--- src/rtl/pri_irq_ctrl.sv ---
// Interrupt request controller around an external 8-input priority circuit.
// Optional source masking is enabled with `define PRI_IRQ_MASK_EN.
module pri_irq_ctrl #(
   parameter int unsigned EDGE_DET = 1,
   parameter int unsigned VEC_W    = 3,
   localparam int unsigned N_SRC   = 8
) (
   input  logic             clk,
   input  logic             rst,
   input  logic [N_SRC-1:0] req_in,
   output logic [N_SRC-1:0] pend_o,
   input  logic [N_SRC-1:0] hot_i,
   input  logic             idle_i,
   output logic             irq,
   output logic [VEC_W-1:0] vec,
   input  logic             ack,
   output logic             err
`ifdef PRI_IRQ_MASK_EN
   ,input logic [N_SRC-1:0] mask
`endif
);

   typedef enum logic [1:0] {S_IDLE, S_REQ, S_DONE} state_t;

   state_t             state;
   state_t             state_nxt;
   logic [N_SRC-1:0]   req_q;
   logic [N_SRC-1:0]   pend;
   logic [N_SRC-1:0]   set_bits;
   logic [N_SRC-1:0]   clr_bits;
   logic               armed;
   logic               irq_nxt;
   logic               err_nxt;
   logic [VEC_W-1:0]   vec_nxt;

   // Highest set index of the grant vector; zero when no bit is set.
   function automatic logic [VEC_W-1:0] encode(input logic [N_SRC-1:0] h);
      logic [VEC_W-1:0] idx;
      idx = '0;
      for (int i = 0; i < int'(N_SRC); i++) begin
         if (h[i]) idx = VEC_W'(i);
      end
      return idx;
   endfunction

   // A line already high when reset lifts is not an edge: armed blanks the first cycle.
   assign set_bits = (EDGE_DET != 0) ? (req_in & ~req_q & {N_SRC{armed}}) : req_in;

`ifdef PRI_IRQ_MASK_EN
   assign pend_o = pend & ~mask;
`else
   assign pend_o = pend;
`endif

   always_ff @(posedge clk or posedge rst) begin
      if (rst) state <= S_IDLE;
      else     state <= state_nxt;
   end

   always_comb begin
      state_nxt = state;
      case (state)
         S_IDLE:  if (!idle_i) state_nxt = S_REQ;
         S_REQ:   if (ack)     state_nxt = S_DONE;
         S_DONE:  state_nxt = S_IDLE;
         default: state_nxt = S_IDLE;
      endcase
   end

   // Grant capture in S_IDLE, ack handling in S_REQ; vec stays frozen otherwise.
   always_comb begin
      irq_nxt  = 1'b0;
      vec_nxt  = vec;
      err_nxt  = err;
      clr_bits = '0;
      case (state)
         S_IDLE: begin
            if (!idle_i) begin
               irq_nxt = 1'b1;
               vec_nxt = encode(hot_i);
               if (!$onehot(hot_i)) err_nxt = 1'b1;
            end
         end
         S_REQ: begin
            irq_nxt = !ack;
            if (ack) clr_bits = N_SRC'(1) << vec;
         end
         default: irq_nxt = 1'b0;
      endcase
   end

   // Set wins over clear on the same bit.
   always_ff @(posedge clk or posedge rst) begin
      if (rst) begin
         req_q <= '0;
         armed <= 1'b0;
         pend  <= '0;
         irq   <= 1'b0;
         vec   <= '0;
         err   <= 1'b0;
      end else begin
         req_q <= req_in;
         armed <= 1'b1;
         pend  <= (pend & ~clr_bits) | set_bits;
         irq   <= irq_nxt;
         vec   <= vec_nxt;
         err   <= err_nxt;
      end
   end

endmodule

--- config.mk ---
export PLATFORM = sky130hd
export DESIGN_NAME = pri_irq_ctrl
export DESIGN_NICKNAME = d
export VERILOG_FILES = /design/src/rtl/pri_irq_ctrl.sv
export SDC_FILE = /design/constraint.sdc
export NUM_CORES = 1
export LEC_CHECK = 0
export BUFFER_PORTS_ARGS = -buffer_cell sky130_fd_sc_hd__buf_2
export CAP_MARGIN = 20
export CELL_PAD_IN_SITES_DETAIL_PLACEMENT = 2
export CELL_PAD_IN_SITES_GLOBAL_PLACEMENT = 2
export CORE_MARGIN = 2
export CORE_UTILIZATION = 33
export CTS_CLUSTER_SIZE = 16
export DETAILED_ROUTE_END_ITERATION = 10
export PLACE_DENSITY = 0.87
export SLEW_MARGIN = 20
export SYNTH_ARGS = -nofsm -noshare
export SYNTH_HDL_FRONTEND = slang
export SYNTH_SLANG_ARGS = --single-unit
export TNS_END_PERCENT = 30
--- constraint.sdc ---
create_clock -name clk -period 2.1 [get_ports clk]
set_input_delay 0.21 -clock clk [delete_from_list [all_inputs] [get_ports clk]]
set_output_delay 0.21 -clock clk [all_outputs]
set_load 0.02 [all_outputs]
==> results.tsv, run 1 <==
stage	metric	value	unit
finish	post-route-util	48.4	%
placement	port_buffers	32	
logic_synthesis	ys.warnings.count	0	
timing	rsz0062_at_grt	true	
floorplanning	die_y	61.6	um
job	max_cap_violations	0	
clock_network	cts_made_buffers	3	
logic_synthesis	async_reset_ff_share	100	%
timing	setup_viol	1	
clock_network	clk_pin_slew_worst_paths	0.14	ns
route	route.detailed.drc	0	
logic_synthesis	syn_inst	97	
global_route	grt-ovfl-total	0	
timing	post-route-period-util	128	%
floorplanning	core_region_area	3100	um2
logic_synthesis	synth.most_common_cell	dfrtp_1	
critical_path	cp-end-kind	flop	
clock_network	htreeDepth	1	
critical_path	arrival	2.93	ns
floorplanning	io_pins	33	
route	first_iter_violations	26	
pwr	total_power	1.48	mW
route	wirelength	3490	um
global_route	antenna_found_initial	0	
clock_network	cts_tree	yes	
run_status	outcome	finished with violations	
pwr	vdd_ir_drop_max	317	uV
floorplanning	start_util	35.3	%
critical_path	worst-path-max-fanout	2	
logic_synthesis	syn_area	1100	um2
logic_synthesis	yosysTopAreaCellShare	54.8	%
route	drtAntennaViolNets	0	
finish	syn_to_final_growth	37.1	%
timing	hold_viol	0	
logic_synthesis	ys_seq_elements	24	
timing	clock_skew	0.000857	ns
placement	detailed_place_hpwl	2290	um
timing	setup_slack	-0.597	ns
timing	drv_slew	0	
placement	gp_congestion	0.769	
pwr	p_leak	0.674	nW
floorplanning	die_area	3800	um2
critical_path	regToRegSetupSlack	0.65	ns
global_route	grt_first_pass_wirelength	5570	um
route	drt_pre_antenna_iters	4	
finish	fillers	341	
logic_synthesis	synth_common_cells	dfrtp_1, inv_1, nand2_1, nand3b_1, o21ai_1	
clock_network	cts.sinks	24	
timing	max_freq	371	MHz
route	wire_per_inst	18.3	um
critical_path	critPathKind	in -> reg	
logic_synthesis	synth_largest_area_cell	dfrtp_1	
floorplanning	dieWidth	61.6	um
clock_network	clock_latency	0.33	ns
logic_synthesis	yosysUniqueCellTypes	27	
logic_synthesis	synth-edff-count	0	
clock_network	root_buffer	clkbuf_4	
clock_network	clock_path_buffers	2	
pwr	power.density	987	nW/um2
timing	period_needed	2.70	ns
global_route	first_global_vias	1104	
logic_synthesis	synth_nets	124	
timing	holdWs	0.111	ns
finish	drive_gt1_share	31.3	%
critical_path	start_kind	input pin	
logic_synthesis	syn_area_per_cell	11.3	um2
logic_synthesis	yosysSeqAreaShare	54.8	%
global_route	grt_use_total	20.9	%
logic_synthesis	synthTopCellsByArea	dfrtp_1, fa_1, inv_1, nand3b_1, ha_1	
placement	pre_cts_ws	-1.05	ns
global_route	grt_max_degree	25	
floorplanning	num_rows	20	
route	vias_per_cell	5.04	
finish	fin_nets	175	
route	via_count	962	
critical_path	worstPathRequired	2.33	ns
hold_path	hold_class	in -> reg	
logic_synthesis	ys.flop_type	dfrtp_1	
run_status	violations	setup timing	
finish	diodes	0	
clock_network	post_cts_buffers	0	
registers in the layout (all words and copies together) (netlist names):
name	count
req_q	8
err	1
armed	1
vec	3
pend_o	8
irq	1
state	2
critical path: stages:
cell and delay (ns):
buf_2 0.08, inv_1 0.04, fa_1 0.55, fa_1 0.43
fa_1 0.45, inv_1 0.08, ha_1 0.16, inv_1 0.06
fa_2 0.34, nor3b_2 0.18, nand4_1 0.13, a31o_1 0.23
kinds of logic (layout without fill, tap and decap cells):
kind of cell,after synthesis,after routing,synth area share [%]
AOI/OAI and AO/OA,17,17,10.3
adders and majority gates,7,7,10.7
buffers and inverters,15,65,5.14
DFF,24,24,54.8
other,1,1,0.342
and+or+nand+nor,33,33,18.7
layer usage:
metal	up-vias	GRT usage [%]	routed length (um)
met5	-	0	0
met4	0	10.3	78
met3	6	3.36	99
met2	22	37.0	1890
met1	508	24.2	1420
li1	426	-	-
worst paths after layout:
| check | start | end | cells past startpoint |
|---|---|---|---|
| worst min register to register | req_q[6] | pend_o[6] | 1 |
| worst max-delay path | hot_i[0] | err | 12 |
| worst min-delay path | ack | irq | 2 |
| max in group asynchronous | rst | req_q[7] | 4 |
| min in group asynchronous | rst | pend_o[5] | 4 |
| worst max register to register | state[1] | pend_o[0] | 3 |
cell usage in the layout (no fill, tap or decap), drive strengths merged, types with 2 or more instances in the layout:
master / count
ha: 3
inv: 14
o21ai: 7
nand4b: 2
nor2: 4
o31ai: 3
nand2: 10
nand2b: 3
nand3b: 7
fa: 4
a211oi: 2
buf: 38
dfrtp: 24
dlygate4sd3: 9
clkbuf: 3
report_power, final:
| group | internal, mW | leakage, nW | total (mW) | switching, mW |
|---|---|---|---|---|
| Combinational | 0.197 | 0.390 | 0.488 | 0.291 |
| Clock | 0.193 | 0.0279 | 0.349 | 0.155 |
| Sequential | 0.552 | 0.257 | 0.646 | 0.0943 |
through the flow:
stage / cells / cell area (um2) / setup TNS [ns]
after floorplan: 97 / 1100 / -0.736
after global placement: 178 / 1360 / -0.892
after detailed placement: 178 / 1360 / -1.05
after CTS: 191 / 1500 / -0.606
after global routing: 191 / 1500 / -0.737
final: 191 / 1500 / -0.597
final cells by class:
type / instances / area [um2] / area share [%]
Tap cell: 44 / 55.1 / 3.66
Clock buffer: 3 / 22.5 / 1.50
Sequential cell: 24 / 601 / 40.0
Clock inverter: 1 / 30.0 / 2.00
Multi-Input combinational cell: 58 / 447 / 29.7
Timing Repair Buffer: 47 / 295 / 19.7
Inverter: 14 / 52.6 / 3.50
timing repair:
| action | in CTS | in global routing |
|---|---|---|
| endpoints found under the setup margin | 1 | 1 |
| gates resized for setup | 0 | 0 |
| hold endpoints to repair | 32 | 0 |
| hold buffers | 9 | 0 |
| pin swaps | 3 | 0 |
No activity file was read; power rests on OpenSTA's default activity.
==> run 2: changes to the inputs <==
--- a/config.mk
+++ b/config.mk
@@ -14,6 +14,7 @@
 export CTS_CLUSTER_SIZE = 16
 export DETAILED_ROUTE_END_ITERATION = 10
 export PLACE_DENSITY = 0.87
+export RECOVER_POWER = 100
 export SLEW_MARGIN = 20
 export SYNTH_ARGS = -nofsm -noshare
 export SYNTH_HDL_FRONTEND = slang
==> run 2 against run 1 <==
  * The run still ends with setup timing left
  * Combinational power decreased by 6.4%
  * Sequential power fell by 0.8%
  * Core utilization is 1.3 points lower
  * Routed wire length is 0.40% lower
  * Die area stayed put
  * Total power shrank 2.3%
==> results.tsv, run 2 (synthesis gave the netlist of run 1 again) <==
stage	metric	value	unit
finish	final_cell_mix	dfrtp_1, clkbuf_1, inv_1, buf_2, nand2_1	
route	vias_per_cell	5.01	
run_status	violations	setup timing	
critical_path	worstPathRequired	2.33	ns
pwr	power.density	990	nW/um2
critical_path	path_cells	buf_2 -> inv_1 -> fa_1 -> fa_1 -> fa_1 -> inv_1 -> ha_1 -> inv_1 -> fa_2 -> nor3b_2 -> nand4_1 -> a31o_1	
route	wirelength	3480	um
critical_path	cp-end-kind	flop	
global_route	grt_max_degree	25	
finish	fin_nets	175	
critical_path	arrival	2.93	ns
critical_path	reg2reg_depth	3	
job	max_cap_violations	0	
global_route	grtUsageMet3	3.36	%
floorplanning	die_y	61.6	um
clock_network	post_cts_buffers	0	
clock_network	cts.sinks	24	
critical_path	critPathKind	in -> reg	
global_route	first_global_vias	1104	
hold_path	hold_class	in -> reg	
run_status	outcome	finished with violations	
critical_path	cp_slowest_stage_delay	0.55	ns
finish	drive_gt1_share	16.3	%
timing	worst_pin_slew	1.31	ns
critical_path	cp_slowest_cell	fa_1	
global_route	grt-ovfl-total	0	
floorplanning	dieWidth	61.6	um
finish	final_common_cell	dfrtp_1	
timing	max_freq	370	MHz
global_route	grt_use_met2	37.0	%
timing	post-route-period-util	129	%
timing	hold_viol	0	
floorplanning	num_rows	20	
timing	rsz0062_at_grt	true	
timing	relSlewSlack	12.4	%
critical_path	crit_path_end	err	
route	drt_pre_antenna_iters	5	
placement	gp_congestion	0.769	
clock_network	clock_path_buffers	2	
timing	holdWs	0.111	ns
finish	diodes	0	
pwr	p_leak	0.629	nW
finish	syn_to_final_growth	33.4	%
timing	clock_skew	0.00384	ns
critical_path	crit_path_start	hot_i[0]	
floorplanning	io_pins	33	
global_route	grt_first_pass_wirelength	5570	um
clock_network	cts_made_buffers	3	
route	wire_per_inst	18.2	um
timing	drv_slew	0	
critical_path	r2r_end	vec[1]	
clock_network	clk_pin_slew_worst_paths	0.14	ns
timing	setup_viol	1	
global_route	grt_use_total	20.9	%
critical_path	worst-path-max-fanout	2	
floorplanning	die_area	3800	um2
route	via_count	957	
clock_network	clock_latency	0.33	ns
global_route	grt_use_met1	24.2	%
critical_path	reg2reg_from	state[0]	
route	first_iter_violations	36	
timing	period_needed	2.70	ns
global_route	antenna_found_initial	0	
clock_network	cts_tree	yes	
critical_path	start_kind	input pin	
route	route.detailed.drc	0	
floorplanning	start_util	35.3	%
route	drtAntennaViolNets	0	
global_route	grt.busiest_layer	met2	
clock_network	root_buffer	clkbuf_4	
pwr	total_power	1.45	mW
clock_network	htreeDepth	1	
critical_path	regToRegSetupSlack	0.37	ns
placement	port_buffers	32	
placement	detailed_place_hpwl	2290	um
pwr	vdd_ir_drop_max	314	uV
timing	setup_slack	-0.600	ns
floorplanning	core_region_area	3100	um2
run 2: cell types whose count changed in the layout (fill, tap and decap cells not counted):
cell	change
nor3_4	-1
buf_2	-20
clkbuf_1	+21
o21ai_0	+4
o21ai_1	-4
buf_4	-1
nor3_1	+1
run 2: report_power, final:
| part | total [mW] | internal [mW] | leakage [nW] | switching [mW] |
|---|---|---|---|---|
| registers | 0.641 | 0.552 | 0.257 | 0.0896 |
| logic | 0.457 | 0.168 | 0.345 | 0.289 |
| clock network | 0.350 | 0.193 | 0.0279 | 0.157 |
run 2: routing by layer:
metal | up-vias | routed length, um
met3 | 6 | 75
li1 | 425 | -
met5 | - | 0
met1 | 504 | 1440
met2 | 22 | 1890
met4 | 0 | 74
run 2: final cells by class:
class	count	area, um2
sequential	24	601
clock buffer	3	22.5
tap	44	55.1
timing repair buffer	47	267
fill	356	1640
inverter	14	52.6
multi-input combinational	58	435
clock inverter	1	30.0
run 2: per-stage QoR:
stage                     util [%]  instance area (um2)  TNS, ns  worst slack (ns)  cells
after global routing          47.1                 1460   -0.737            -0.737    191
after detailed placement      43.8                 1360    -1.05             -1.05    178
after floorplan                  -                 1100   -0.736            -0.736     97
after CTS                     48.4                 1500   -0.606            -0.606    191
final                         47.1                 1460   -0.600            -0.600    191
after global placement        43.8                 1360   -0.892            -0.892    178
run 2: worst min-delay path by stage:
stage | start | end | cells after the start
2_1_floorplan | rst | armed | 1
6_report | ack | irq | 2
5_1_grt | ack | irq | 2
4_1_cts | ack | irq | 2
3_5_place_dp | rst | pend_o[4] | 3
3_3_place_gp | rst | req_q[4] | 3
run 2: repair_timing:
item | in CTS | in global routing
pin swaps | 3 | 0
endpoints found under the setup margin | 1 | 1
hold buffers | 9 | 0
gates cloned | 0 | 0
gates resized for setup | 0 | 0
endpoints found under the hold margin | 32 | 0
run 2: critical path, delay by kind of cell:
family	cells	cell delay, ns
AO/OA/AOI/OAI	1	0.23
adder cells (fa/ha/maj)	5	1.93
buffers and inverters	4	0.26
AND/OR/NAND/NOR	2	0.31
